### src/rtl/uart_mmio_ctrl.sv
// MMIO bridge between the MEM stage and the UART byte interfaces: RX FIFO, TX holding register, registered read-back.
// Optional free-running cycle counter at 0x80000010 enabled by UART_CYCLE_COUNTER_EN.
module uart_mmio_ctrl #(
  parameter int unsigned RX_DEPTH = 4,
  parameter int unsigned RX_AW    = 2
) (
  input  logic        clk,
  input  logic        rst,
  input  logic        stall,
  input  logic [31:0] ALUOutM,
  input  logic [5:0]  opcodeM,
  input  logic [31:0] wdM,
  output logic [31:0] uartRdW,
  output logic        uartSelW,
  output logic [7:0]  DataIn,
  output logic        DataInValid,
  input  logic        DataInReady,
  input  logic [7:0]  DataOut,
  input  logic        DataOutValid,
  output logic        DataOutReady
);

  localparam int unsigned CW = RX_AW + 1;

  localparam logic [2:0] OFF_RX_CTRL = 3'd0;
  localparam logic [2:0] OFF_RX_DATA = 3'd1;
  localparam logic [2:0] OFF_TX_CTRL = 3'd2;
  localparam logic [2:0] OFF_TX_DATA = 3'd3;
`ifdef UART_CYCLE_COUNTER_EN
  localparam logic [2:0] OFF_CYCLE   = 3'd4;
`endif

  // State
  logic [7:0]       rx_mem_q [RX_DEPTH];
  logic [RX_AW-1:0] rd_ptr_q, rd_ptr_d;
  logic [RX_AW-1:0] wr_ptr_q, wr_ptr_d;
  logic [CW-1:0]    count_q, count_d;
  logic             rx_rdy_q, rx_rdy_d;
  logic [7:0]       tx_data_q, tx_data_d;
  logic             tx_full_q, tx_full_d;
  logic             tx_drop_q, tx_drop_d;
  logic [31:0]      uart_rd_q, uart_rd_d;
  logic             uart_sel_q, uart_sel_d;
`ifdef UART_CYCLE_COUNTER_EN
  logic [31:0]      cyc_q, cyc_d;
`endif

  // Decode and datapath intermediates
  logic        hit_c, is_load_c, is_store_c, rd_acc_c, wr_acc_c;
  logic [2:0]  off_c;
  logic        rx_empty_c, push_c, pop_c, drain_c, tx_wr_c;
  logic [31:0] rdata_c;
  logic        unused_c;

  assign unused_c = ^{ALUOutM[27:5], ALUOutM[1:0], wdM[31:8]};

  // Access decode
  always_comb begin
    hit_c      = (ALUOutM[31:28] == 4'h8);
    off_c      = ALUOutM[4:2];
    is_load_c  = 1'b0;
    is_store_c = 1'b0;
    case (opcodeM)
      6'h20, 6'h21, 6'h23, 6'h24, 6'h25: is_load_c  = 1'b1;
      6'h28, 6'h29, 6'h2B:               is_store_c = 1'b1;
      default: ;
    endcase
    rd_acc_c = hit_c & is_load_c & ~stall;
    wr_acc_c = hit_c & is_store_c & ~stall;
  end

  // Read data mux, sampled from pre-edge state
  always_comb begin
    rx_empty_c = (count_q == CW'(0));
    rdata_c    = 32'h0;
    case (off_c)
      OFF_RX_CTRL: rdata_c = {31'b0, ~rx_empty_c};
      OFF_RX_DATA: if (!rx_empty_c) rdata_c = {24'b0, rx_mem_q[rd_ptr_q]};
      OFF_TX_CTRL: rdata_c = {30'b0, tx_drop_q, ~tx_full_q};
`ifdef UART_CYCLE_COUNTER_EN
      OFF_CYCLE:   rdata_c = cyc_q;
`endif
      default: ;
    endcase
  end

  // RX FIFO next state
  always_comb begin
    push_c   = DataOutValid & rx_rdy_q;
    pop_c    = rd_acc_c & (off_c == OFF_RX_DATA) & ~rx_empty_c;
    rd_ptr_d = rd_ptr_q;
    wr_ptr_d = wr_ptr_q;
    if (pop_c)  rd_ptr_d = rd_ptr_q + RX_AW'(1);
    if (push_c) wr_ptr_d = wr_ptr_q + RX_AW'(1);
    count_d  = count_q + CW'(push_c) - CW'(pop_c);
    rx_rdy_d = (count_d != CW'(RX_DEPTH));
  end

  // TX holding register; a write during a completing handshake refills it
  always_comb begin
    drain_c   = tx_full_q & DataInReady;
    tx_wr_c   = wr_acc_c & (off_c == OFF_TX_DATA);
    tx_data_d = tx_data_q;
    tx_full_d = tx_full_q;
    tx_drop_d = tx_drop_q;
    if (rd_acc_c && (off_c == OFF_TX_CTRL)) tx_drop_d = 1'b0;
    if (tx_wr_c) begin
      if (!tx_full_q || drain_c) begin
        tx_data_d = wdM[7:0];
        tx_full_d = 1'b1;
      end else begin
        tx_drop_d = 1'b1;
      end
    end else if (drain_c) begin
      tx_full_d = 1'b0;
    end
  end

  // Writeback return; held across stalls
  always_comb begin
    uart_sel_d = uart_sel_q;
    uart_rd_d  = uart_rd_q;
    if (!stall) begin
      uart_sel_d = rd_acc_c;
      if (rd_acc_c) uart_rd_d = rdata_c;
    end
  end

`ifdef UART_CYCLE_COUNTER_EN
  // Store clears, otherwise free-running
  always_comb begin
    cyc_d = cyc_q + 32'd1;
    if (wr_acc_c && (off_c == OFF_CYCLE)) cyc_d = 32'h0;
  end

  always_ff @(posedge clk) begin
    if (rst) cyc_q <= 32'h0;
    else     cyc_q <= cyc_d;
  end
`endif

  always_ff @(posedge clk) begin
    if (rst) begin
      rd_ptr_q   <= '0;
      wr_ptr_q   <= '0;
      count_q    <= '0;
      rx_rdy_q   <= 1'b1;
      tx_data_q  <= 8'h0;
      tx_full_q  <= 1'b0;
      tx_drop_q  <= 1'b0;
      uart_rd_q  <= 32'h0;
      uart_sel_q <= 1'b0;
    end else begin
      rd_ptr_q   <= rd_ptr_d;
      wr_ptr_q   <= wr_ptr_d;
      count_q    <= count_d;
      rx_rdy_q   <= rx_rdy_d;
      tx_data_q  <= tx_data_d;
      tx_full_q  <= tx_full_d;
      tx_drop_q  <= tx_drop_d;
      uart_rd_q  <= uart_rd_d;
      uart_sel_q <= uart_sel_d;
    end
  end

  // FIFO storage needs no reset; occupancy is tracked by count_q
  always_ff @(posedge clk) begin
    if (!rst && push_c) rx_mem_q[wr_ptr_q] <= DataOut;
  end

  assign uartRdW      = uart_rd_q;
  assign uartSelW     = uart_sel_q;
  assign DataIn       = tx_data_q;
  assign DataInValid  = tx_full_q;
  assign DataOutReady = rx_rdy_q;

endmodule

### config.mk
export PLATFORM = sky130hd
export DESIGN_NAME = uart_mmio_ctrl
export DESIGN_NICKNAME = d
export VERILOG_FILES = /design/src/rtl/uart_mmio_ctrl.sv
export SDC_FILE = /design/constraint.sdc
export NUM_CORES = 1
export LEC_CHECK = 0
export ABC_AREA = 1
export CAP_MARGIN = 25
export CORE_AREA = 2 2 86 88
export DETAILED_ROUTE_END_ITERATION = 12
export DIE_AREA = 0 0 88 90
export PLACE_DENSITY = 0.77
export SETUP_SLACK_MARGIN = 0.15
export SLEW_MARGIN = 20
export SYNTH_ARGS = -nofsm -noshare
export SYNTH_HDL_FRONTEND = slang
export SYNTH_SLANG_ARGS = --single-unit
### constraint.sdc
create_clock -name clk -period 2.6 [get_ports clk]
set_input_delay 0.39 -clock clk [delete_from_list [all_inputs] [get_ports clk]]
set_output_delay 0.39 -clock clk [all_outputs]
set_load 0.01 [all_outputs]
# == Yosys cells after proc, flatten, opt, wreduce, memory -nomap -nowiden ==
# Memories as Yosys holds them, arrays and structs flattened. A register that Yosys moved wholly into a read port is not among the register bits.
# Index checks and enable logic that the tools add are counted.
# op_classes
n_reduce_logical,13
muxes,14
bitwise,12
add_sub_neg,4
eq_ne,14
# ops
op,n
$eq 6x6->1 const B,8
$pmux 8 s3,1
$mux 1,10
$and 1x1->1,9
$mux 8,1
$eq 3x2->1 const B,2
$logic_not 3->1,2
$reduce_and 2->1,3
$reduce_or 5->1,1
$add 2x1->2 const B,2
$eq 4x4->1 const B,1
$mux 2,2
$add 3x1->3,1
$eq 3x1->1 const B,1
$ne 3x3->1 const B,1
$not 1->1,3
$reduce_or 3->1,1
$sub 3x1->3,1
$logic_and 1x1->1,2
$logic_not 1->1,2
$ne 2x1->1 const B,1
$reduce_bool 2->1,1
$logic_or 1x1->1,1
# word_totals
input_bits,83
out_inout_bits,43
ff_bits,51
memories,1
mem_bits_rw,32
# mem_list
memory,depth,word_bits,read_ports,rd_clocked_by_memory_dff,wr,line,source
rx_mem_q,4,8,1,1,1,34,logic [7:0] rx_mem_q [RX_DEPTH];

# == Longest topological paths before layout ==
# logic_depth
ltp_word,9
mapped_depth,13
ltp_nobuf,13

# == Worst setup path after synthesis ==
# OpenSTA, ideal clock, no wires.
# synth_timing
path_kind,input -> register
startpoint,in opcodeM[1]
endpoint,reg rx_rdy_q (netlist: DataOutReady)
slack_ns,0.412
t_arrival_ns,2.063
path_stages,13
setup_ns,0.125
path_buffers,0
required_time_ns,2.475
cell_sequence,inv_1 o21ai_0 nor2_2 nand2_2 nor2_8 ha_1 inv_1 ha_1 fa_1 inv_1 o21ai_0 a21oi_1 nand3_1
# synth_between
elab_chain_len,9
elab_cells_between_ends,13
# synth_rtl
item,line,source
from (decl),11,"input logic [5:0] opcodeM,"
$eq 6x6->1,63,case (opcodeM)
$reduce_or 5->1 *,63,
$mux 1 *,63,
$and 1x1->1 * (2 in series),68,rd_acc_c = hit_c & is_load_c & ~stall;
$and 1x1->1 * (2 in series),90,pop_c = rd_acc_c & (off_c == OFF_RX_DATA) & ~rx_empty_c;
net pop_c,51,"logic rx_empty_c, push_c, pop_c, drain_c, tx_wr_c;"
$sub 3x1->3 *,95,count_d = count_q + CW'(push_c) - CW'(pop_c);
$ne 3x3->1 *,96,rx_rdy_d = (count_d != CW'(RX_DEPTH));
to (signal assigned),157,rx_rdy_q <= rx_rdy_d;
to (decl),38,"logic rx_rdy_q, rx_rdy_d;"
# The timed path passes the listed nets; every way through them passes the cells marked *.
# A chain may end at the register's enable or synchronous reset.

# == Worst setup path after layout ==
# Same ends and word-level chain as after synthesis.

==> impl_results.md <==
* Dominant cells by area after synthesis: edfxtp_1 35%, dfxtp_1 21%, buf_4 6.5%
* FF+latch count, synth at 61
* Antenna cell count at 0
* Initial antenna violation count at 0
* Vias post-DR at between 2k and 2.5k
* Worst path arrival time at 2510 ps
* Post-Synth Simple-Gate Area at 0.178
* Post-Synth XOR/XNOR Area at 0.00635
* Largest net degree at the start of global routing at 19
* Compound-gate portion of the synthesized area at 0.0862
* Clk_skew at between 8 and 9 ps
* Setup TNS Final at 0 ps
* Unrepaired setup endpoints after global routing: no
* First-pass GRT wire length at around 8500 microns
* Starting density of the core at 0.393
* Hold Vio Cnt, Final at 0
* Setup ws final at between 300 and 400 ps
* Critical-path top delay cell: clkdlybuf4s50_1
* Root buffer cell: clkbuf_8
* Area share of the leading cell type in the synthesized netlist at 0.348
* Share of cells above drive strength 1 at 0.116
* DRT Pass-1 Iters at 4
* Maximum root-to-sink buffer count at 2
* VDD IR max at about 0.00023 V
* Pre-CTS setup slack at -135 ps
* CTS tree: yes
* Post-Syn Instances at 300
* Setup crit end kind: register
* CP most frequent cell: inv_1
* Clock transition at the registers of the reported paths at roughly 80 ps
* Worst-path maximum fanout at 2
* PwrDens at 564 mW/mm^2
* Number of max-cap violations at 0
* Worst Path Class, Setup: in -> reg
* Total CTS buffers at 9
* Startpoint type of the worst setup path: input port
* Max incr delay on CP at 490 ps
* Vias in the first global route at 1975
* Status: finished, final reports clean
* Unique masters post-synth at 27
* Nets at 464
* Fmax at around 440 MHz
* WP buf/inv at 4
* Post-synthesis sequential area ratio at 0.559
* Netlist Area Pre-Place at roughly 0.0028 sq mm
* Critical-path cell list: clkdlybuf4s50_1, inv_1, o21ai_2, nor2_2, nand2_2, nor2_8, ha_1, inv_1, ha_1, fa_1, inv_1, o21ai_0, a21oi_1, nand3_1
* Cell type with the largest total area after synthesis: edfxtp_1
* R2r setup slk at 390 ps
* H-tree depth at 3
* Ys Warns at 0
* Clock sink count at between 60 and 70
* Final instance area at around 0.0036 sq mm
* Hpwl dp at 3900 microns
* Core Rows at 31
* Adder and majority cell fraction of the synthesized area at 0.0345
* Via density at 4.35
* Most frequent cells in the layout: 52 x clkdlybuf4s50_1, 47 x nand2_1, 44 x nor2_1, 40 x inv_1, 32 x edfxtp_1
* ANT nets after route at 0
* HP Class: reg -> reg
* Total gr overflow at 0
* DR WL/cell at 11.1 microns
* Io pins at around 130
* Post-synthesis mux area share at 0
* Final Max Tran Viols at 0
* Largest family of logic cells by synthesized area: simple AND/OR/NAND/NOR gates
* Initial DRC Count at a little under 100
* Routed WL at 5310 microns
* Die Area at ~0.0079 sq mm
* Inst Count DP at ~460
* # port buffers at 52
* Worst EP required at 2820 ps
* Total power at approximately 2.0 mW
* Die Y-Extent at approximately 90 microns
* Area grow syn2layout at 30.9%
* Crit path time final at 2300 ps
* Area post-placement at ~0.0034 sq mm
* Commonest non-fill, non-tap cell in the layout: clkdlybuf4s50_1
* Post-Layout Cell Count at 478
* Clock latency on the worst-skew pair at 340 ps
* Fin crit share at 0.883
* Synthesized area per cell at between 9 and 10 sq um
* Final Wtd Congestion at between 0.7 and 0.8
* DRC at 0
* Cell family with the largest share of critical-path delay: adder cells
* Total Routing Usage GR at 0.139
* # setup viols final at 0
* Core Region at roughly 0.0070 sq mm
* Die Wd at 88 microns
* P_leak at roughly 1.5 nW
[metrics by stage]
| step | hold WS [ps] | utilization |
|---|---|---|
| after floorplan | 444 | - |
| after global placement | 449 | 0.486 |
| after detailed placement | 460 | 0.486 |
| after CTS | 470 | 0.512 |
| after global routing | 488 | 0.515 |
| final | 466 | 0.515 |
[tightest hold or removal path: stages, from the launching register on]
cell and delay, ps:
dfxtp_1 310, nand2_1 60, a21oi_1 50
[area by class of cell]
class                      count  area (sq um)
sequential                    61          1540
inverter                      40           150
fill                         631          3410
multi-input combinational    190           940
clock inverter                 7          62.6
tap                           99           124
clock buffer                   9           124
timing repair buffer          72           671
[sequential cells by signal, summed over array words and instances, names as in the netlist, named ones only]
| name | count |
|---|---|
| DataIn | 8 |
| count_q | 3 |
| wr_ptr_q | 2 |
| uartRdW | 8 |
| tx_drop_q | 1 |
| DataOutReady | 1 |
| rx_mem_q | 32 |
| uartSelW | 1 |
| rd_ptr_q | 2 |
| DataInValid | 1 |
[logic make-up after synthesis]
logic type                 after synthesis
other                                    1
and+or+nand+nor                        111
buffers and inverters                   72
AOI/OAI and AO/OA                       46
adders and majority gates                7
DFF                                     61
xor gates and xnor gates                 2
[where the power goes]
| group | switching (mW) | internal (mW) |
|---|---|---|
| registers | 0.0155 | 1.04 |
| logic | 0.106 | 0.0955 |
| clock network | 0.411 | 0.365 |
[layer usage]
layer / track usage / vias up / wire length (microns)
met5: 0 / - / 0
met4: 0.0718 / 0 / 104
met3: 0.0331 / 11 / 310
met2: 0.233 / 64 / 2710
met1: 0.161 / 939 / 2190
li1: - / 1063 / -
[path summary, 6_finish.rpt]
path / endpoint / from / cells after the start
worst max-delay path: DataOutReady / opcodeM[1] / 14
worst min-delay path: uartRdW[0] / uartRdW[0] / 2
worst max register to register: DataOutReady / count_q[1] / 12
worst min register to register: uartRdW[0] / uartRdW[0] / 2
[synth_stat cells]
cell type / count
nand2_1: 47
nor2_1: 44
inv_1: 40
edfxtp_1: 32
dfxtp_1: 29
buf_4: 24
o21ai_0: 18
a21oi_1: 14
nand3_1: 10
o21ai_1: 8
ha_1: 6
o22ai_1: 6
buf_2: 4
clkbuf_1: 2
nand2_2: 2
nor3_1: 2
xor2_1: 2
and2_1: 1
buf_1: 1
buf_6: 1
conb_1: 1
fa_1: 1
nand3b_1: 1
nand3b_4: 1
nor2_2: 1
nor2_8: 1
nor3_4: 1
[repair_timing]
action,in CTS,in global routing
hold buffers,0,0
resized for setup,0,3
setup buffers,0,1
setup endpoints to repair,0,1
Note: power is estimated with default switching activity, not from simulation.
